File: src/rtl/otter_timer_pkg.sv
// Shared constants and types for the OTTER I/O timer peripheral.
package otter_timer_pkg;

   // Byte offsets of the registers inside the 32-byte window.
   localparam logic [4:0] TMR_CTRL     = 5'h00;
   localparam logic [4:0] TMR_PRESCALE = 5'h04;
   localparam logic [4:0] TMR_COMPARE  = 5'h08;
   localparam logic [4:0] TMR_COUNT    = 5'h0C;
   localparam logic [4:0] TMR_STATUS   = 5'h10;

   // CTRL bit positions.
   localparam int CTRL_EN  = 0;
   localparam int CTRL_PER = 1;
   localparam int CTRL_IE  = 2;

   typedef enum logic [1:0] {
      IDLE    = 2'd0,
      RUN     = 2'd1,
      EXPIRED = 2'd2
   } tmr_state_t;

endpackage

File: src/rtl/otter_prescaler.sv
// Prescale counter: ticks once every (limit+1) enabled cycles.
module otter_prescaler (
   input  logic        CLK,
   input  logic        RST,
   input  logic        en,
   input  logic        clr,
   input  logic [31:0] limit,
   output logic        tick
);

   logic [31:0] pcnt;

   // A tick is the enabled cycle in which pcnt has reached the limit.
   assign tick = en && (pcnt == limit);

   // Free-run while enabled, wrap to 0 on each tick; clear has priority.
   always_ff @(posedge CLK) begin
      if (RST)
         pcnt <= '0;
      else if (clr)
         pcnt <= '0;
      else if (en)
         pcnt <= tick ? 32'd0 : pcnt + 32'd1;
   end

endmodule

File: src/rtl/otter_io_timer.sv
// Memory-mapped timer/compare peripheral for the OTTER I/O bus.
module otter_io_timer
   import otter_timer_pkg::*;
#(
   parameter logic [31:0] BASE_ADDR = 32'h1100_0300
) (
   input  logic        CLK,
   input  logic        RST,
   input  logic [31:0] IOBUS_ADDR,
   input  logic [31:0] IOBUS_OUT,
   input  logic        IOBUS_WR,
   output logic [31:0] RD_DATA,
   output logic        HIT,
   output logic        INTR
);

   tmr_state_t  state;
   logic        periodic, ie, match;
   logic [31:0] prescale, compare, count;
   logic        tick, eff_tick, match_set;
   logic        wr, ctrl_wr, pre_wr, cmp_wr, cnt_wr, stat_wr;
   logic [31:0] off;
   logic [2:0]  word;
   logic        addr_lsb_unused;

   // Offset relative to the base; an address below the base wraps high and misses.
   assign off  = IOBUS_ADDR - BASE_ADDR;
   assign HIT  = (off[31:5] == 27'd0);
   assign word = off[4:2];
   // Byte lane bits are intentionally ignored by the decode.
   assign addr_lsb_unused = ^off[1:0];

   assign wr      = IOBUS_WR && HIT;
   assign ctrl_wr = wr && (word == TMR_CTRL[4:2]);
   assign pre_wr  = wr && (word == TMR_PRESCALE[4:2]);
   assign cmp_wr  = wr && (word == TMR_COMPARE[4:2]);
   assign cnt_wr  = wr && (word == TMR_COUNT[4:2]);
   assign stat_wr = wr && (word == TMR_STATUS[4:2]);

   otter_prescaler u_prescaler (
      .CLK   (CLK),
      .RST   (RST),
      .en    (state == RUN),
      .clr   ((ctrl_wr && IOBUS_OUT[CTRL_EN]) || cnt_wr),
      .limit (prescale),
      .tick  (tick)
   );

   // A COUNT write in the tick cycle discards the tick entirely.
   assign eff_tick  = tick && !cnt_wr;
   assign match_set = eff_tick && (count == compare);

   assign INTR = match && ie;

   // Combinational read mux; en reflects the FSM so it drops on one-shot expiry.
   always_comb begin
      RD_DATA = '0;
      if (HIT) begin
         case (word)
            TMR_CTRL[4:2]:     RD_DATA = {29'd0, ie, periodic, state == RUN};
            TMR_PRESCALE[4:2]: RD_DATA = prescale;
            TMR_COMPARE[4:2]:  RD_DATA = compare;
            TMR_COUNT[4:2]:    RD_DATA = count;
            TMR_STATUS[4:2]:   RD_DATA = {31'd0, match};
            default:           RD_DATA = '0;
         endcase
      end
   end

   // Register file, FSM and compare logic.
   always_ff @(posedge CLK) begin
      if (RST) begin
         state    <= IDLE;
         periodic <= 1'b0;
         ie       <= 1'b0;
         prescale <= '0;
         compare  <= '0;
         count    <= '0;
         match    <= 1'b0;
      end else begin
         if (pre_wr) prescale <= IOBUS_OUT;
         if (cmp_wr) compare  <= IOBUS_OUT;

         if (ctrl_wr) begin
            periodic <= IOBUS_OUT[CTRL_PER];
            ie       <= IOBUS_OUT[CTRL_IE];
         end

         // CTRL write beats a concurrent one-shot expiry.
         if (ctrl_wr)
            state <= IOBUS_OUT[CTRL_EN] ? RUN : IDLE;
         else if (match_set && !periodic)
            state <= EXPIRED;

         if (cnt_wr)
            count <= IOBUS_OUT;
         else if (match_set)
            count <= periodic ? 32'd0 : count;
         else if (eff_tick)
            count <= count + 32'd1;

         // Set beats a concurrent write-1-to-clear.
         if (match_set)
            match <= 1'b1;
         else if (stat_wr && IOBUS_OUT[0])
            match <= 1'b0;
      end
   end

endmodule

File: config.mk
export PLATFORM = sky130hd
export DESIGN_NAME = otter_io_timer
export DESIGN_NICKNAME = d
export VERILOG_FILES = /design/src/rtl/otter_timer_pkg.sv /design/src/rtl/otter_prescaler.sv /design/src/rtl/otter_io_timer.sv
export SDC_FILE = /design/constraint.sdc
export NUM_CORES = 1
export LEC_CHECK = 0
export ABC_AREA = 1
export BUFFER_PORTS_ARGS = -buffer_cell sky130_fd_sc_hd__buf_2
export CAP_MARGIN = 40
export CORE_MARGIN = 1.5
export CORE_UTILIZATION = 42
export CTS_CLUSTER_DIAMETER = 150
export DETAILED_ROUTE_END_ITERATION = 16
export PLACE_DENSITY = 0.67
export SLEW_MARGIN = 20
export SYNTH_ARGS = -nofsm -noshare
export SYNTH_HDL_FRONTEND = slang
export SYNTH_SLANG_ARGS = --single-unit
File: constraint.sdc
create_clock -name CLK -period 6.2 [get_ports CLK]
set_clock_uncertainty 0.05 [all_clocks]
set_input_delay 1.24 -clock CLK [delete_from_list [all_inputs] [get_ports CLK]]
set_output_delay 1.24 -clock CLK [all_outputs]
set_load 0.1 [all_outputs]
# After elaboration in Yosys (flattened, before gate mapping)

Cells that the tools add are included.

Logic and storage cells: 54
Input bits: 67
Bits in registers: 133

Multiplexer cells: 12
Equal/unequal tests: 8
Reduce and logical (&&, ||, !) cells: 23
$add $sub $neg: 3

Operator list:

| cell                     | count |
|---|---|
| $mux W32                 | 6 |
| $pmux W32 S5             | 1 |
| $add A32 B1 Y32 const B  | 2 |
| $eq A32 B32 Y1           | 2 |
| $sub A32 B29 Y32 const B | 1 |
| $logic_not A27 Y1        | 1 |
| $logic_and A1 B1 Y1      | 13 |
| $eq A3 B2 Y1 const B     | 2 |
| $mux W2                  | 2 |
| $reduce_bool A2 Y1       | 2 |
| $eq A3 B1 Y1 const B     | 1 |
| $eq A3 B3 Y1 const B     | 1 |
| $logic_not A3 Y1         | 1 |
| $mux W1                  | 3 |
| $ne A3 B2 Y1 const B     | 1 |
| $reduce_bool A3 Y1       | 1 |
| $eq A2 B1 Y1 const B     | 1 |
| $logic_not A1 Y1         | 2 |
| $reduce_and A2 Y1        | 1 |
| $reduce_or A2 Y1         | 1 |
| $logic_or A1 B1 Y1       | 1 |

# Logic depth before layout (Yosys ltp)

Gate-level depths: netlist (run 1).

Word-level depth: 10
Gate-level depth with buffers: 21
Depth with buffers taken out: 19

# Hierarchy

Synthesis (run 1) repeated with hierarchy kept, for this count alone.

Cell total of the unflattened synthesis: 1638
Area, all modules: 9625.5 um^2

Modules (own cells, without submodules):

| module          | area each (um^2) | cells an instance | times used |
|---|---|---|---|
| otter_io_timer  | 6991.7           | 1171              | 1 |
| otter_prescaler | 2633.8           | 467               | 1 |

# Worst setup path after synthesis (run 1)

OpenSTA, ideal clock, no wires.

Path kind: input -> output
Start: input port IOBUS_ADDR[8]
End: output port RD_DATA[0]
Path slack: 20 ps
Stages: 12
Required time: 4910 ps
Arrival: 4890 ps
Buffers on the path: 0
Cell sequence: ha_1 nor2_2 nand2_2 nor2_2 nand2_1 xor2_1 nand4_1 nor3_1 nand4_1 inv_1 o21ai_1 a21oi_1

Word-level cells in the longest chain between the ends: 3

Ends and longest elaborated chain:

| what              | RTL line             | RTL |
|---|---|---|
| from (decl)       | otter_io_timer.sv:9  | `input logic [31:0] IOBUS_ADDR,` |
| $sub A32 B29 Y32  | otter_io_timer.sv:27 | `assign off = IOBUS_ADDR - BASE_ADDR;` |
| $logic_not A27 Y1 | otter_io_timer.sv:28 | `assign HIT = (off[31:5] == 27'd0);` |
| net HIT           | otter_io_timer.sv:13 | `output logic HIT,` |
| $mux W32          | otter_io_timer.sv:58 | `if (HIT) begin` |
| to (decl)         | otter_io_timer.sv:12 | `output logic [31:0] RD_DATA,` |

The timed path passes the listed nets, and every way through them passes these cells.

# Final worst setup path (run 1)

Start: input port IOBUS_ADDR[8]
End: output port RD_DATA[0]

Word-level cells in the longest chain between the ends: 3

Ends and longest elaborated chain:

| what              | RTL line |
|---|---|
| $sub A32 B29 Y32  | otter_io_timer.sv:27 |
| $logic_not A27 Y1 | otter_io_timer.sv:28 |
| $mux W32          | otter_io_timer.sv:58 |

Every way passes these cells.

==> out/metrics.cfg, run 1 <==
[floorplan]
die_w_um = 152
io_pins = 101
die_h_um = 152
row_count = 54
coreArea_sq_um = 21800
die_area_sq_um = 23000
start_util = 0.426

[sta]
slew_viol_final = 0
worst_slack_ns = 0.655
fmax_mhz = 180
maxSlewHeadroom = 0.425
fin_tns_setup_ns = 0
worst_pin_slew_ns = 0.861
post-route-period-util = 0.894
setup_viol = 0
rsz0062_at_grt = no
hold_violations = 0
finalCriticalPeriod_ns = 5.54

[job]
max_cap_violations = 0

[worst_setup_path]
cpPeakStageDelay_ns = 0.47
critPathSlowestCell = buf_2
cp.arrival_ns = 4.25
crit_chain = buf_2 > ha_1 > nor2_2 > nand2_2 > nor2_2 > nand2_1 > xor2_1 > nand4_1 > nor3_1 > nand4_1 > inv_1 > o21ai_2 > buf_4 > a21oi_1 > buf_2
cp-end-kind = primary output
r2r_cells = 17
path_class = input pin to primary output
cp.required_ns = 4.91
cp-start-kind = input pin
cp_max_fo = 20

[logic_synthesis]
yosys.cell_count.top_type = nand2_1
yosys_register_bits = 133
avgSynthCellArea_sq_um = 5.99
async_flop_share = 0
syn_nets = 1616
netlist-cell-type-count = 36
seq_area_frac_synth = 0.287
synth_area_leader_cell = dfxtp_1
syn_area_sq_um = 9270
synth_top_area_frac = 0.287
synthTopCellsByArea = dfxtp_1 29%, nand2_1 15%, nor2_1 9.9%
synthCells = 1546
synth_flop_cell = dfxtp_1
yosysWarningCount = 0
synth-edff-count = 0
synth_commonest_cells = 374 x nand2_1, 245 x nor2_1, 187 x inv_1

[clock_network]
hold_buffers = 0
cts_htree_levels = 4
clock-sinks = 133
cts_buffer_depth = 2
clkLatencyLatePin_ns = 0.43
clk_pin_slew_ns = 0.06
cts_root_buffer = clkbuf_16
cts_setup_buffers = 0
cts_buffers = 17
post_cts_resize_count = 0
cts_tree = yes

[cells_and_area]
num-nets-final = 1679
regArea_sq_um = 2660
diodes = 0
final_area_sq_um = 10600
multi_input_area_sq_um = 5590
fin_util = 0.488
stdcell_count = 1902
num-fill-cells = 2311
drive_above_1_share = 0.105
syn_to_final_growth_pct = 14.6

[grt]
overflow = 0
track_usage = 0.269
grt_pass1_wl_um = 48400
grt_pass1_vias = 9278
grt_antenna_before_repair = 0
grt_max_degree = 74

[route]
first_pass_iters = 6
drc_errors = 0
vias_per_cell = 5.39
ant_nets = 0
drt_iter0_drc = 854
finalWirelength_um = 30400
wl_per_cell_um = 16.0
vias = 10256

[place]
port_buffers = 98
place_inst = 1870
dpl_cell_area_sq_um = 9980
place_hpwl_um = 22500
dp_slack_ns = 0.739
globalplace.congestion = 0.916

[worst_hold_path]
whs_path_depth = 2
hp-class = register to register

[outcome]
status = complete, no violations

[pwr]
powerDensity_nw_per_um2 = 197
p_leak_nw = 4.73
irDropWorstVdd_v = 0.000197

[state kept, by name (all words and copies together), names as in the netlist]
register	cells
compare	32
count	32
prescale	32
u_prescaler.pcnt	32
state	2
ie	1
match	1
periodic	1
[layer usage]
metal	wire (um)	share of wire	up-vias	global-route usage
li1	-	-	5103	-
met1	13600	0.45	4689	0.370
met2	13800	0.45	408	0.431
met3	2370	0.078	56	0.0392
met4	630	0.021	0	0.0885
met5	0	0	-	0
[power breakdown]
| part | leakage, nW | switching, mW | internal (mW) |
|---|---|---|---|
| registers | 1.07 | 0.00000000337 | 0.855 |
| logic | 3.35 | 0.0874 | 0.0396 |
| clock network | 0.313 | 0.393 | 0.713 |
[logic make-up after synthesis]
family	after synthesis	share of synthesized area
simple gates	830	0.384
buf+inv	261	0.112
compound gates	235	0.133
flops	133	0.287
xor+xnor	84	0.0794
fa+ha+maj	3	0.00405
[worst max-delay path, delay by kind of cell]
kind / cells / cell delay, ns
AND/OR/NAND/NOR: 7 / 1.10
XOR/XNOR: 1 / 0.24
AO/OA/AOI/OAI: 2 / 0.41
adder cells (fa/ha/maj): 1 / 0.24
buffers and inverters: 4 / 1.02
[cell usage in the layout (no fill, tap or decap), drive strengths merged, types with 10 or more instances in the layout]
cell type | netlist | layout
nand2 | 378 | 378
nand3 | 72 | 72
o21ai | 77 | 77
xor2 | 61 | 61
xnor2 | 23 | 23
clkbuf | 55 | 23
nand4 | 39 | 39
nor2 | 252 | 252
nor3 | 49 | 49
a21oi | 120 | 120
nor4 | 21 | 21
inv | 193 | 193
dfxtp | 133 | 133
buf | 13 | 112
o22ai | 32 | 32
nand3b | 10 | 10
[stage by stage]
step,power [mW],hold WS [ns]
global route,2.15,0.451
global placement,0.993,0.415
finish,2.09,0.428
floorplan,0.935,0.395
CTS,2.09,0.430
detailed placement,0.998,0.422
[worst paths after layout]
| path | start | endpoint | slack [ns] |
|---|---|---|---|
| hold reg to reg | prescale[26]$_SDFFE_PP0P_ | prescale[26]$_SDFFE_PP0P_ | 0.43 |
| setup / recovery | IOBUS_ADDR[8] | RD_DATA[0] | 0.66 |
| hold / removal | prescale[26]$_SDFFE_PP0P_ | prescale[26]$_SDFFE_PP0P_ | 0.43 |
| setup reg to reg | u_prescaler.pcnt[9]$_SDFFE_PP0P_ | count[25]$_SDFFE_PP0P_ | 2.12 |
[cell type report]
class                           instances  area share
Sequential cell                       133       0.251
Clock buffer                           23      0.0460
Tap cell                              280      0.0330
Clock inverter                          9      0.0139
Timing Repair Buffer                  112      0.0618
Multi-Input combinational cell       1152       0.526
Inverter                              193      0.0682
(Power assumes the default switching activity.)
==> run 2: changes to the inputs <==
--- a/config.mk
+++ b/config.mk
@@ -8,11 +8,13 @@
 export ABC_AREA = 1
 export BUFFER_PORTS_ARGS = -buffer_cell sky130_fd_sc_hd__buf_2
 export CAP_MARGIN = 40
+export CELL_PAD_IN_SITES_DETAIL_PLACEMENT = 2
+export CELL_PAD_IN_SITES_GLOBAL_PLACEMENT = 2
 export CORE_MARGIN = 1.5
-export CORE_UTILIZATION = 42
+export CORE_UTILIZATION = 34
 export CTS_CLUSTER_DIAMETER = 150
 export DETAILED_ROUTE_END_ITERATION = 16
-export PLACE_DENSITY = 0.67
+export PLACE_DENSITY = 0.93
 export SLEW_MARGIN = 20
 export SYNTH_ARGS = -nofsm -noshare
 export SYNTH_HDL_FRONTEND = slang
==> out/metrics.cfg, run 2 (same netlist as run 1, synthesis figures left out) <==
[pwr]
powerDensity_nw_per_um2 = 193
irDropWorstVdd_v = 0.000178
total_power_mw = 2.05
p_leak_nw = 4.68

[floorplan]
die_w_um = 168
start_util = 0.345
row_count = 60
die_h_um = 168
io_pins = 101
die_area_sq_um = 28300
coreArea_sq_um = 26900

[worst_setup_path]
crit_chain = buf_2 > nor2_1 > nand2_1 > nor2_4 > nand2_1 > nand2_1 > nand2_1 > nand2_1 > nand2_1 > nor3b_1 > nand4_1 > inv_1 > o21ai_2 > buf_8 > buf_4 > nor2_1 > buf_2
cp-start-kind = input pin
critPathSlowestCell = buf_2
critPathLaunch = IOBUS_ADDR[11]
cp.arrival_ns = 4.55
crit_cells = 17
critPathBufInv = 5
path_class = input pin to primary output
r2r_start = u_prescaler.pcnt[21]$_SDFFE_PP0P_
r2r_cells = 17
cpMostUsedCell = nand2_1
cp.required_ns = 4.91
cp_top_family = simple AND/OR/NAND/NOR gates
cpPeakStageDelay_ns = 0.47
r2r-end = count[24]$_SDFFE_PP0P_
cp-end-kind = primary output
rrSetupSlack_ns = 1.40
worstSetupEndpoint = RD_DATA[31]
cp_max_fo = 17

[clock_network]
cts_root_buffer = clkbuf_16
cts_buffers = 17
cts_htree_levels = 4
clk_pin_slew_ns = 0.07
cts_tree = yes
hold_buffers = 0
clkLatencyLatePin_ns = 0.46
cts_setup_buffers = 0
clock-sinks = 133
post_cts_resize_count = 0
cts_buffer_depth = 2

[worst_hold_path]
hp-class = register to register
hp-start = compare[20]$_SDFFE_PP0P_

[grt]
track_usage = 0.383
grt_max_degree = 75
grt_pass1_vias = 13371
grt_antenna_before_repair = 0
overflow = 0
grt_pass1_wl_um = 81900

[cells_and_area]
diodes = 0
drive_above_1_share = 0.107
stdcell_count = 1965
num-nets-final = 1681
syn_to_final_growth_pct = 14.6
layout_common_cells = 374 x nand2_1, 245 x nor2_1, 186 x inv_1, 133 x dfxtp_1, 120 x a21oi_1
final_common_cell = nand2_1

[route]
drc_errors = 0
vias = 11806
finalWirelength_um = 53200
wl_per_cell_um = 27.1
first_pass_iters = 6
ant_nets = 0
vias_per_cell = 6.01
drt_iter0_drc = 885

[sta]
post-route-period-util = 0.942
worst_pin_slew_ns = 0.788
slew_viol_final = 0
maxSlewHeadroom = 0.475
fmax_mhz = 171
fin_tns_setup_ns = 0
hold_violations = 0
finalCriticalPeriod_ns = 5.84
setup_viol = 0
rsz0062_at_grt = no

[job]
max_cap_violations = 0

[outcome]
status = complete, no violations

[place]
port_buffers = 98
place_hpwl_um = 34900
globalplace.congestion = 0.880
place_inst = 1933

## run 2: cell count changes in the layout (fill, tap and decap cells not counted), sizes merged
| cell | previous run | this run |
|---|---|---|
| clkinvlp | 1 | 5 |
| bufinv | 4 | 1 |
| buf | 112 | 114 |
| inv | 193 | 196 |
| clkbuf | 23 | 19 |
## run 2: routing by layer
metal / up-vias / GRT usage / wire length (um)
met5: - / 0 / 0
met4: 0 / 0.243 / 3310
met3: 237 / 0.0759 / 3660
met2: 601 / 0.668 / 25900
met1: 5865 / 0.427 / 20300
li1: 5103 / - / -
## run 2: worst min-delay path by stage
stage	endpoint	cells after the start
floorplan	periodic$_SDFFE_PP0P_	2
global placement	compare[9]$_SDFFE_PP0P_	2
detailed placement	compare[9]$_SDFFE_PP0P_	2
CTS	compare[20]$_SDFFE_PP0P_	2
global route	compare[4]$_SDFFE_PP0P_	2
finish	compare[20]$_SDFFE_PP0P_	2
## run 2: area by class of cell
| cell class | count | area [sq um] |
|---|---|---|
| Multi-Input combinational cell | 1152 | 5590 |
| Inverter | 193 | 724 |
| Timing Repair Buffer | 114 | 651 |
| Clock buffer | 19 | 443 |
| Fill cell | 3380 | 16300 |
| Tap cell | 341 | 427 |
| Sequential cell | 133 | 2660 |
| Clock inverter | 13 | 125 |
## run 2: stage by stage
stage          setup WS, ns  hold slack [ns]  instance area, sq um  utilization
2_1_floorplan        0.0201            0.395                  9270            -
3_3_place_gp          0.805            0.411                  9970        0.371
3_5_place_dp          0.542            0.429                 10100        0.374
4_1_cts               0.406            0.447                 10600        0.395
5_1_grt               0.227            0.485                 10600        0.395
6_report              0.362            0.451                 10600        0.395
## run 2: worst reg2reg max path, cell delays in order (launching register included)
cell     delay, ns
dfxtp_1       0.43
inv_1         0.15
nand2_1       0.14
nand2_1       0.10
nor2_1        0.19
nand3_1       0.11
nor2_1        0.15
nand2_1       0.12
nor2_1        0.16
nand2_1       0.19
inv_2         0.16
nand3_1       0.57
inv_2         0.74
nand3_1       0.38
nand2_4       0.66
nand2_1       0.21
nand2_1       0.12
nor2_1        0.06
## run 2: power by group
| part | switching (mW) | internal, mW | leakage, nW |
|---|---|---|---|
| clock | 0.482 | 0.567 | 0.263 |
| sequential | 0.00000000458 | 0.854 | 1.07 |
| combinational | 0.106 | 0.0393 | 3.35 |
